**config.mk**
```make
export PLATFORM = sky130hd
export DESIGN_NAME = dfh_list_walker
export DESIGN_NICKNAME = d
export VERILOG_FILES = /design/src/rtl/dfh_list_walker.sv
export SDC_FILE = /design/constraint.sdc
export NUM_CORES = 1
export LEC_CHECK = 0
export CAP_MARGIN = 20
export CORE_UTILIZATION = 35
export CTS_BUF_LIST = sky130_fd_sc_hd__clkbuf_8
export DETAILED_ROUTE_END_ITERATION = 16
export PLACE_DENSITY_LB_ADDON = 0.15
export RECOVER_POWER = 25
export SLEW_MARGIN = 20
export SYNTH_ARGS = -nofsm -noshare
export SYNTH_HDL_FRONTEND = slang
export SYNTH_SLANG_ARGS = --single-unit
```
**constraint.sdc**
```tcl
create_clock -name clk -period 3.1 [get_ports clk]
set_input_delay 0.62 -clock clk [delete_from_list [all_inputs] [get_ports clk]]
set_output_delay 0.62 -clock clk [all_outputs]
set_load 0.005 [all_outputs]
```
**src/rtl/dfh_list_walker.sv**
```systemverilog
// dfh_list_walker
//   Avalon-MM read initiator that walks a DFHv1 feature chain. Each feature
//   costs three single-beat reads (header, GUID_L, GUID_H); a one-cycle
//   feature record is then emitted and the walk follows next_dfh until EOL
//   or until an error is detected.
//
// Ports
//   clk, reset_n        clock, asynchronous active-low reset
//   start, base_addr    walk launch pulse (honoured only when idle) and first DFH address
//   avmm_*              AVMM read master (one read outstanding at a time)
//   busy, done          walk in progress / one-cycle end-of-walk pulse
//   error, err_code     sticky error and its cause, cleared by the next start
//                       (1 misaligned, 2 timeout, 3 next=0 w/o EOL, 4 overflow, 5 too many)
//   feat_*              feature record; feat_valid strobes, the rest hold until the next record
module dfh_list_walker #(
    parameter int ADDR_WIDTH     = 20,
    parameter int MAX_FEATURES   = 16,
    parameter int TIMEOUT_CYCLES = 1024
) (
    input  logic                  clk,
    input  logic                  reset_n,
    input  logic                  start,
    input  logic [ADDR_WIDTH-1:0] base_addr,
    output logic [ADDR_WIDTH-1:0] avmm_address,
    output logic                  avmm_read,
    input  logic                  avmm_waitrequest,
    input  logic [63:0]           avmm_readdata,
    input  logic                  avmm_readdatavalid,
    output logic                  busy,
    output logic                  done,
    output logic                  error,
    output logic [2:0]            err_code,
    output logic                  feat_valid,
    output logic [ADDR_WIDTH-1:0] feat_addr,
    output logic [11:0]           feat_id,
    output logic [3:0]            feat_rev,
    output logic [3:0]            feat_type,
    output logic [127:0]          feat_guid,
    output logic [7:0]            feat_count
);

    localparam int TW = $clog2(TIMEOUT_CYCLES + 1);
    // Wide enough to hold cur_addr + 24-bit offset without losing the carry.
    localparam int SW = ((ADDR_WIDTH > 24) ? ADDR_WIDTH : 24) + 1;

    typedef enum logic [3:0] {
        IDLE, REQ_HDR, WAIT_HDR, REQ_LO, WAIT_LO, REQ_HI, WAIT_HI, EMIT, FINISH
    } state_t;

    state_t                state, state_nxt;
    logic [ADDR_WIDTH-1:0] cur_addr;
    logic [TW-1:0]         timer;
    logic [11:0]           hdr_id;
    logic [3:0]            hdr_rev;
    logic [3:0]            hdr_type;
    logic [23:0]           next_off;
    logic                  eol;
    logic [63:0]           guid_lo;
    logic                  err_set;
    logic [2:0]            err_nxt;
    logic                  accept, timeout, waiting, overflow;
    logic [SW-1:0]         next_sum;
    logic [ADDR_WIDTH-1:0] req_off, req_addr;

    assign accept   = avmm_read && !avmm_waitrequest;
    assign waiting  = state inside {WAIT_HDR, WAIT_LO, WAIT_HI};
    assign timeout  = (timer == TW'(TIMEOUT_CYCLES - 1));
    assign next_sum = SW'(cur_addr) + SW'(next_off);
    assign overflow = |next_sum[SW-1:ADDR_WIDTH];

    always_comb begin
        req_off = '0;
        case (state)
            REQ_LO:  req_off = ADDR_WIDTH'(8);
            REQ_HI:  req_off = ADDR_WIDTH'(16);
            default: req_off = '0;
        endcase
    end

    // The low three bits are forced to zero so the bus address stays
    // qword aligned even if a chain supplies an odd next offset.
    assign req_addr     = cur_addr + req_off;
    assign avmm_address = avmm_read ? (req_addr & ~ADDR_WIDTH'(7)) : '0;
    assign avmm_read    = state inside {REQ_HDR, REQ_LO, REQ_HI};
    assign busy         = !(state inside {IDLE, FINISH});
    assign done         = (state == FINISH);
    assign feat_valid   = (state == EMIT);

    always_comb begin
        state_nxt = state;
        err_set   = 1'b0;
        err_nxt   = 3'd0;
        case (state)
            IDLE: if (start) begin
                if (|base_addr[2:0]) begin
                    err_set   = 1'b1;
                    err_nxt   = 3'd1;
                    state_nxt = FINISH;
                end else begin
                    state_nxt = REQ_HDR;
                end
            end
            REQ_HDR: if (accept) state_nxt = WAIT_HDR;
            REQ_LO:  if (accept) state_nxt = WAIT_LO;
            REQ_HI:  if (accept) state_nxt = WAIT_HI;
            WAIT_HDR, WAIT_LO, WAIT_HI: begin
                if (avmm_readdatavalid) begin
                    state_nxt = (state == WAIT_HDR) ? REQ_LO :
                                (state == WAIT_LO)  ? REQ_HI : EMIT;
                end else if (timeout) begin
                    err_set   = 1'b1;
                    err_nxt   = 3'd2;
                    state_nxt = FINISH;
                end
            end
            EMIT: begin
                state_nxt = FINISH;
                if (eol) begin
                    state_nxt = FINISH;
                end else if (next_off == 24'd0) begin
                    err_set = 1'b1;
                    err_nxt = 3'd3;
                end else if (overflow) begin
                    err_set = 1'b1;
                    err_nxt = 3'd4;
                end else if (feat_count == 8'(MAX_FEATURES)) begin
                    err_set = 1'b1;
                    err_nxt = 3'd5;
                end else begin
                    state_nxt = REQ_HDR;
                end
            end
            FINISH:  state_nxt = IDLE;
            default: state_nxt = IDLE;
        endcase
    end

    always_ff @(posedge clk or negedge reset_n) begin
        if (!reset_n) begin
            state      <= IDLE;
            cur_addr   <= '0;
            timer      <= '0;
            hdr_id     <= '0;
            hdr_rev    <= '0;
            hdr_type   <= '0;
            next_off   <= '0;
            eol        <= 1'b0;
            guid_lo    <= '0;
            error      <= 1'b0;
            err_code   <= '0;
            feat_count <= '0;
            feat_addr  <= '0;
            feat_id    <= '0;
            feat_rev   <= '0;
            feat_type  <= '0;
            feat_guid  <= '0;
        end else begin
            state <= state_nxt;
            if (accept)       timer <= '0;
            else if (waiting) timer <= timer + TW'(1);
            case (state)
                IDLE: if (start) begin
                    error      <= 1'b0;
                    err_code   <= '0;
                    feat_count <= '0;
                    cur_addr   <= base_addr;
                end
                WAIT_HDR: if (avmm_readdatavalid) begin
                    hdr_id   <= avmm_readdata[11:0];
                    hdr_rev  <= avmm_readdata[15:12];
                    next_off <= avmm_readdata[39:16];
                    eol      <= avmm_readdata[40];
                    hdr_type <= avmm_readdata[63:60];
                end
                WAIT_LO: if (avmm_readdatavalid) guid_lo <= avmm_readdata;
                // Record registers load on entry to EMIT so they are valid
                // alongside the strobe and then hold.
                WAIT_HI: if (avmm_readdatavalid) begin
                    feat_addr <= cur_addr;
                    feat_id   <= hdr_id;
                    feat_rev  <= hdr_rev;
                    feat_type <= hdr_type;
                    feat_guid <= {avmm_readdata, guid_lo};
                    if (feat_count != 8'hFF) feat_count <= feat_count + 8'd1;
                end
                EMIT: if (state_nxt == REQ_HDR) cur_addr <= next_sum[ADDR_WIDTH-1:0];
                default: ;
            endcase
            // Placed after the start-clear so a misaligned base still flags.
            if (err_set) begin
                error    <= 1'b1;
                err_code <= err_nxt;
            end
        end
    end

endmodule

```
==> impl_summary.log <==
[metrics] final WL: between 30 and 40 mm
[metrics] clk sink count: approximately 320
[metrics] EDFF count, synth: 0
[metrics] R2R Path End: cur_addr[13]
[metrics] number of buffers created by CTS: 56
[metrics] least setup slack across all paths after layout: -0.340 ns
[metrics] fraction of layout instances using a drive strength above 1: ~37%
[metrics] Max Buffers Root-to-Sink: 3
[metrics] die outline area: ~41000 µm²
[metrics] Post-Layout Inst Area: just over 20000 µm²
[metrics] final hold violation count: 0
[metrics] total via count in the routed design: between 10000 and 15000
[metrics] antenna viol nets, final: 0
[metrics] level count of the clock H-tree: 2
[metrics] RR Startpoint: cur_addr[0]
[metrics] cell area after technology mapping: ~14000 µm²
[metrics] DIE HEIGHT: 204 µm
[metrics] Synth cell types: 60
[metrics] setup clock skew after layout: approximately 0.033 ns
[metrics] Avg Vias per Cell: roughly 4.8
[metrics] Internal: about 0.011 W
[metrics] average wire length per cell after detail routing: about 18 µm
[metrics] drt initial violations: around 340
[metrics] boundary pin count: around 290
[metrics] post-synthesis instance total: 1067
[metrics] RSZ-0062 raised after global routing: true
[metrics] clock latency at the later pin of the worst-skew pair: ~0.64 ns
[metrics] routability-driven placement congestion ratio: roughly 0.86
[metrics] top sig layer: met4
[metrics] path length in cells of the critical path: 11
[metrics] via count of the first global-routing pass: roughly 11000
[metrics] Switch Pwr: ~0.0052 W
[metrics] Lkg Pwr: roughly 10 nW
[metrics] CTS root buf: clkbuf_8
[metrics] global-route usage over all layers: a little under a fifth
[metrics] Remaining DRCs: 0
[metrics] total number of placement rows: 73
[metrics] maximum net fanout on the critical path: 15
[metrics] Post-DP Area: ~19000 µm²
[metrics] arrival time reported for the critical path endpoint: roughly 4 ns
[metrics] library cell occupying the most area in the post-synthesis netlist: dfrtp_1
[metrics] portion of the post-synthesis area used by sequential elements: between 50 and 60%
[metrics] largest net degree at the start of global routing: between 70 and 80
[metrics] share of async-settable or async-resettable flops after synthesis: 100%
[metrics] wire length on met3: 2.78 mm
[metrics] net switching share of the total power: around a third
[metrics] antenna violations before repair: 1
[metrics] number of cell instances on the worst register-to-register path: 11
[metrics] number of optimization iterations in the first detailed-route pass: 6
[metrics] horizontal die dimension: a little over 200 µm
[metrics] CP delay by family, top: compound AO/OA/AOI/OAI gates
[metrics] pwr/cell area: roughly 820 nW/µm²
[metrics] number of nets in the layout: between 1500 and 2000
[metrics] worst vdd ir: 497 µV
[metrics] detailed route wirelength on metal2: 17.4 mm
[metrics] number of synthesis warnings: 0
[metrics] aggregate negative setup slack: -8.05 ns
[metrics] post-synthesis average cell area: 13.3 µm²
[metrics] Layout Area Growth over Synthesis: 41.9%
[metrics] count of final setup violators: 30
[metrics] total routed wire length on the met1 layer: between 15 and 20 mm
[metrics] capturing element of the worst setup path: cur_addr[13]
[metrics] clock group share of total power: between 20 and 30%
[metrics] class of the most critical setup path: reg -> reg
[metrics] total count of max-transition violations in the final report: between 60 and 70
[metrics] first-pass GRT wire length: 59.7 mm
[metrics] post-route clock period utilization: 111%
[metrics] Slowest Stage Delay on Critical Path: approximately 0.44 ns
[metrics] sequential share of power: about 36%
[metrics] worst relative slew slack: -4.79%
[metrics] core area: around 40000 µm²
[metrics] clock edge transition at the registers on the reported setup and hold paths: ~0.060 ns
[metrics] Initial Utilization: around 36%
[metrics] number of synthesized register bits: 324
[metrics] non-filler cells in the finished layout: just over 2000
[metrics] count of maximum capacitance violations: 1
[metrics] commonest cells after routing, fill and taps aside: 324 x dfrtp_1, 277 x mux2_2, 272 x clkdlybuf4s50_1
[metrics] largest cells by area after synthesis: dfrtp_1 57%, mux2_2 22%, ha_1 2.2%
[metrics] status: finished, violations left
[metrics] Crit path required time: 3.60 ns
[metrics] reg-to-reg slack, setup: -0.34 ns
[metrics] HPWL reported at the end of detailed placement: about 27 mm
[metrics] fraction of synthesized cell area taken by the top area cell type: a little under three fifths
[metrics] share of total power in combinational logic: between 30% and 40%
[metrics] Buffers & Inverters on Critical Path: 1
[metrics] Port-buffer cells: 289
[metrics] CP endpoint kind: flop
[metrics] launch point of the critical path: cur_addr[0]
[metrics] clock tree from TritonCTS: yes
[metrics] violated checks: capacitance limit, slew limit, setup timing
[metrics] residual overflow from global routing: 0
[metrics] final period demand of the worst path: ~3.4 ns
[metrics] Worst setup SP type: flop
[metrics] commonest non-fill, non-tap cell in the layout: dfrtp_1
[metrics] Worst Hold Launch: hdr_id[3]
[metrics] Hold Crit Class: reg -> reg
[metrics] Tightest Pin Transition: 1.57 ns
[metrics] worst-path cell chain: ha_4, fa_2, a21o_1, a221oi_4, nor4_4, o311ai_2, xnor2_1, or4_4, o41a_1, buf_12, mux2_4
[metrics] Inst Count DP: between 1500 and 2000
[metrics] ys flop type: dfrtp_1
[metrics] fraction of the core area covered by cells at the end of the flow: 50.6%
[metrics] Max Clk Rate: 291 MHz
[metrics] Slowest-stage cell, CP: or4_4
## per-stage QoR
stage	total power, W	worst slack [ns]	hold WS [ns]
2_1_floorplan	0.00929	-0.325	0.324
3_3_place_gp	0.0122	-0.401	0.473
3_5_place_dp	0.0124	-0.483	0.481
4_1_cts	0.0168	-0.436	0.488
5_1_grt	0.0178	-0.510	0.506
6_report	0.0166	-0.340	0.487
## kinds of logic (layout without fill, tap and decap cells)
kind of cell    count (synthesis)  count (layout)  share of synthesized area [%]
flops                         324             324                           57.0
mux                           298             298                           24.1
simple gates                  196             196                           6.69
compound gates                121             121                           5.35
buf+inv                        56             537                           1.66
xor+xnor                       44              44                           2.71
fa+ha+maj                      27              27                           2.48
other cells                     1               4                         0.0264
## area by class of cell
class / count / area, µm²
sequential: 324 / 8110
clock buffer: 76 / 1050
fill: 3531 / 19700
antenna: 1 / 2.50
inverter: 10 / 37.5
clock inverter: 19 / 164
tap: 525 / 657
timing repair buffer: 432 / 4050
multi-input combinational: 689 / 6130
## metal layers
| layer | vias up | global-route usage (%) |
|---|---|---|
| li1 | 4737 | - |
| met1 | 4996 | 24.3 |
| met2 | 266 | 29.1 |
| met3 | 62 | 5.61 |
| met4 | 0 | 6.47 |
| met5 | - | 0 |
## repair_timing
item,in CTS,in global routing
resized for setup,57,50
hold endpoints to repair,56,0
buffers inserted,8,7
endpoints found under the setup margin,38,44
hold buffers,1,0
pin swaps,22,29
## power by group through the flow
stage	combinational, W	sequential [W]	clock (W)
global route	0.00715	0.00610	0.00452
detailed placement	0.00636	0.00602	0
global placement	0.00627	0.00597	0
finish	0.00650	0.00595	0.00417
CTS	0.00648	0.00595	0.00436
floorplan	0.00335	0.00594	0
## flip-flops by register name, indices dropped and copies added, names as in the netlist, 4 cells and up
register,count
feat_type,4
hdr_type,4
timer,11
hdr_rev,4
feat_addr,20
feat_id,12
feat_count,8
state,4
hdr_id,12
feat_rev,4
next_off,24
guid_lo,64
feat_guid,128
cur_addr,20
## synthesized netlist by cell type (all sizes together) (13+ instances only)
master  instances
dfrtp         324
xor2           31
and3           14
nor2           50
mux2          297
o21ai          45
nand4          14
clkbuf         40
xnor2          13
a21oi          32
ha             25
nand2          64
## worst min-delay path by stage
stage / endpoint / slack (ns) / depth (start not counted)
CTS: feat_id[3] / 0.49 / 1
floorplan: cur_addr[0] / 0.32 / 0
detailed placement: feat_addr[18] / 0.48 / 2
global route: feat_id[3] / 0.51 / 1
finish: feat_id[3] / 0.49 / 1
global placement: feat_addr[18] / 0.47 / 2
Note: power is estimated with default switching activity, not from simulation.
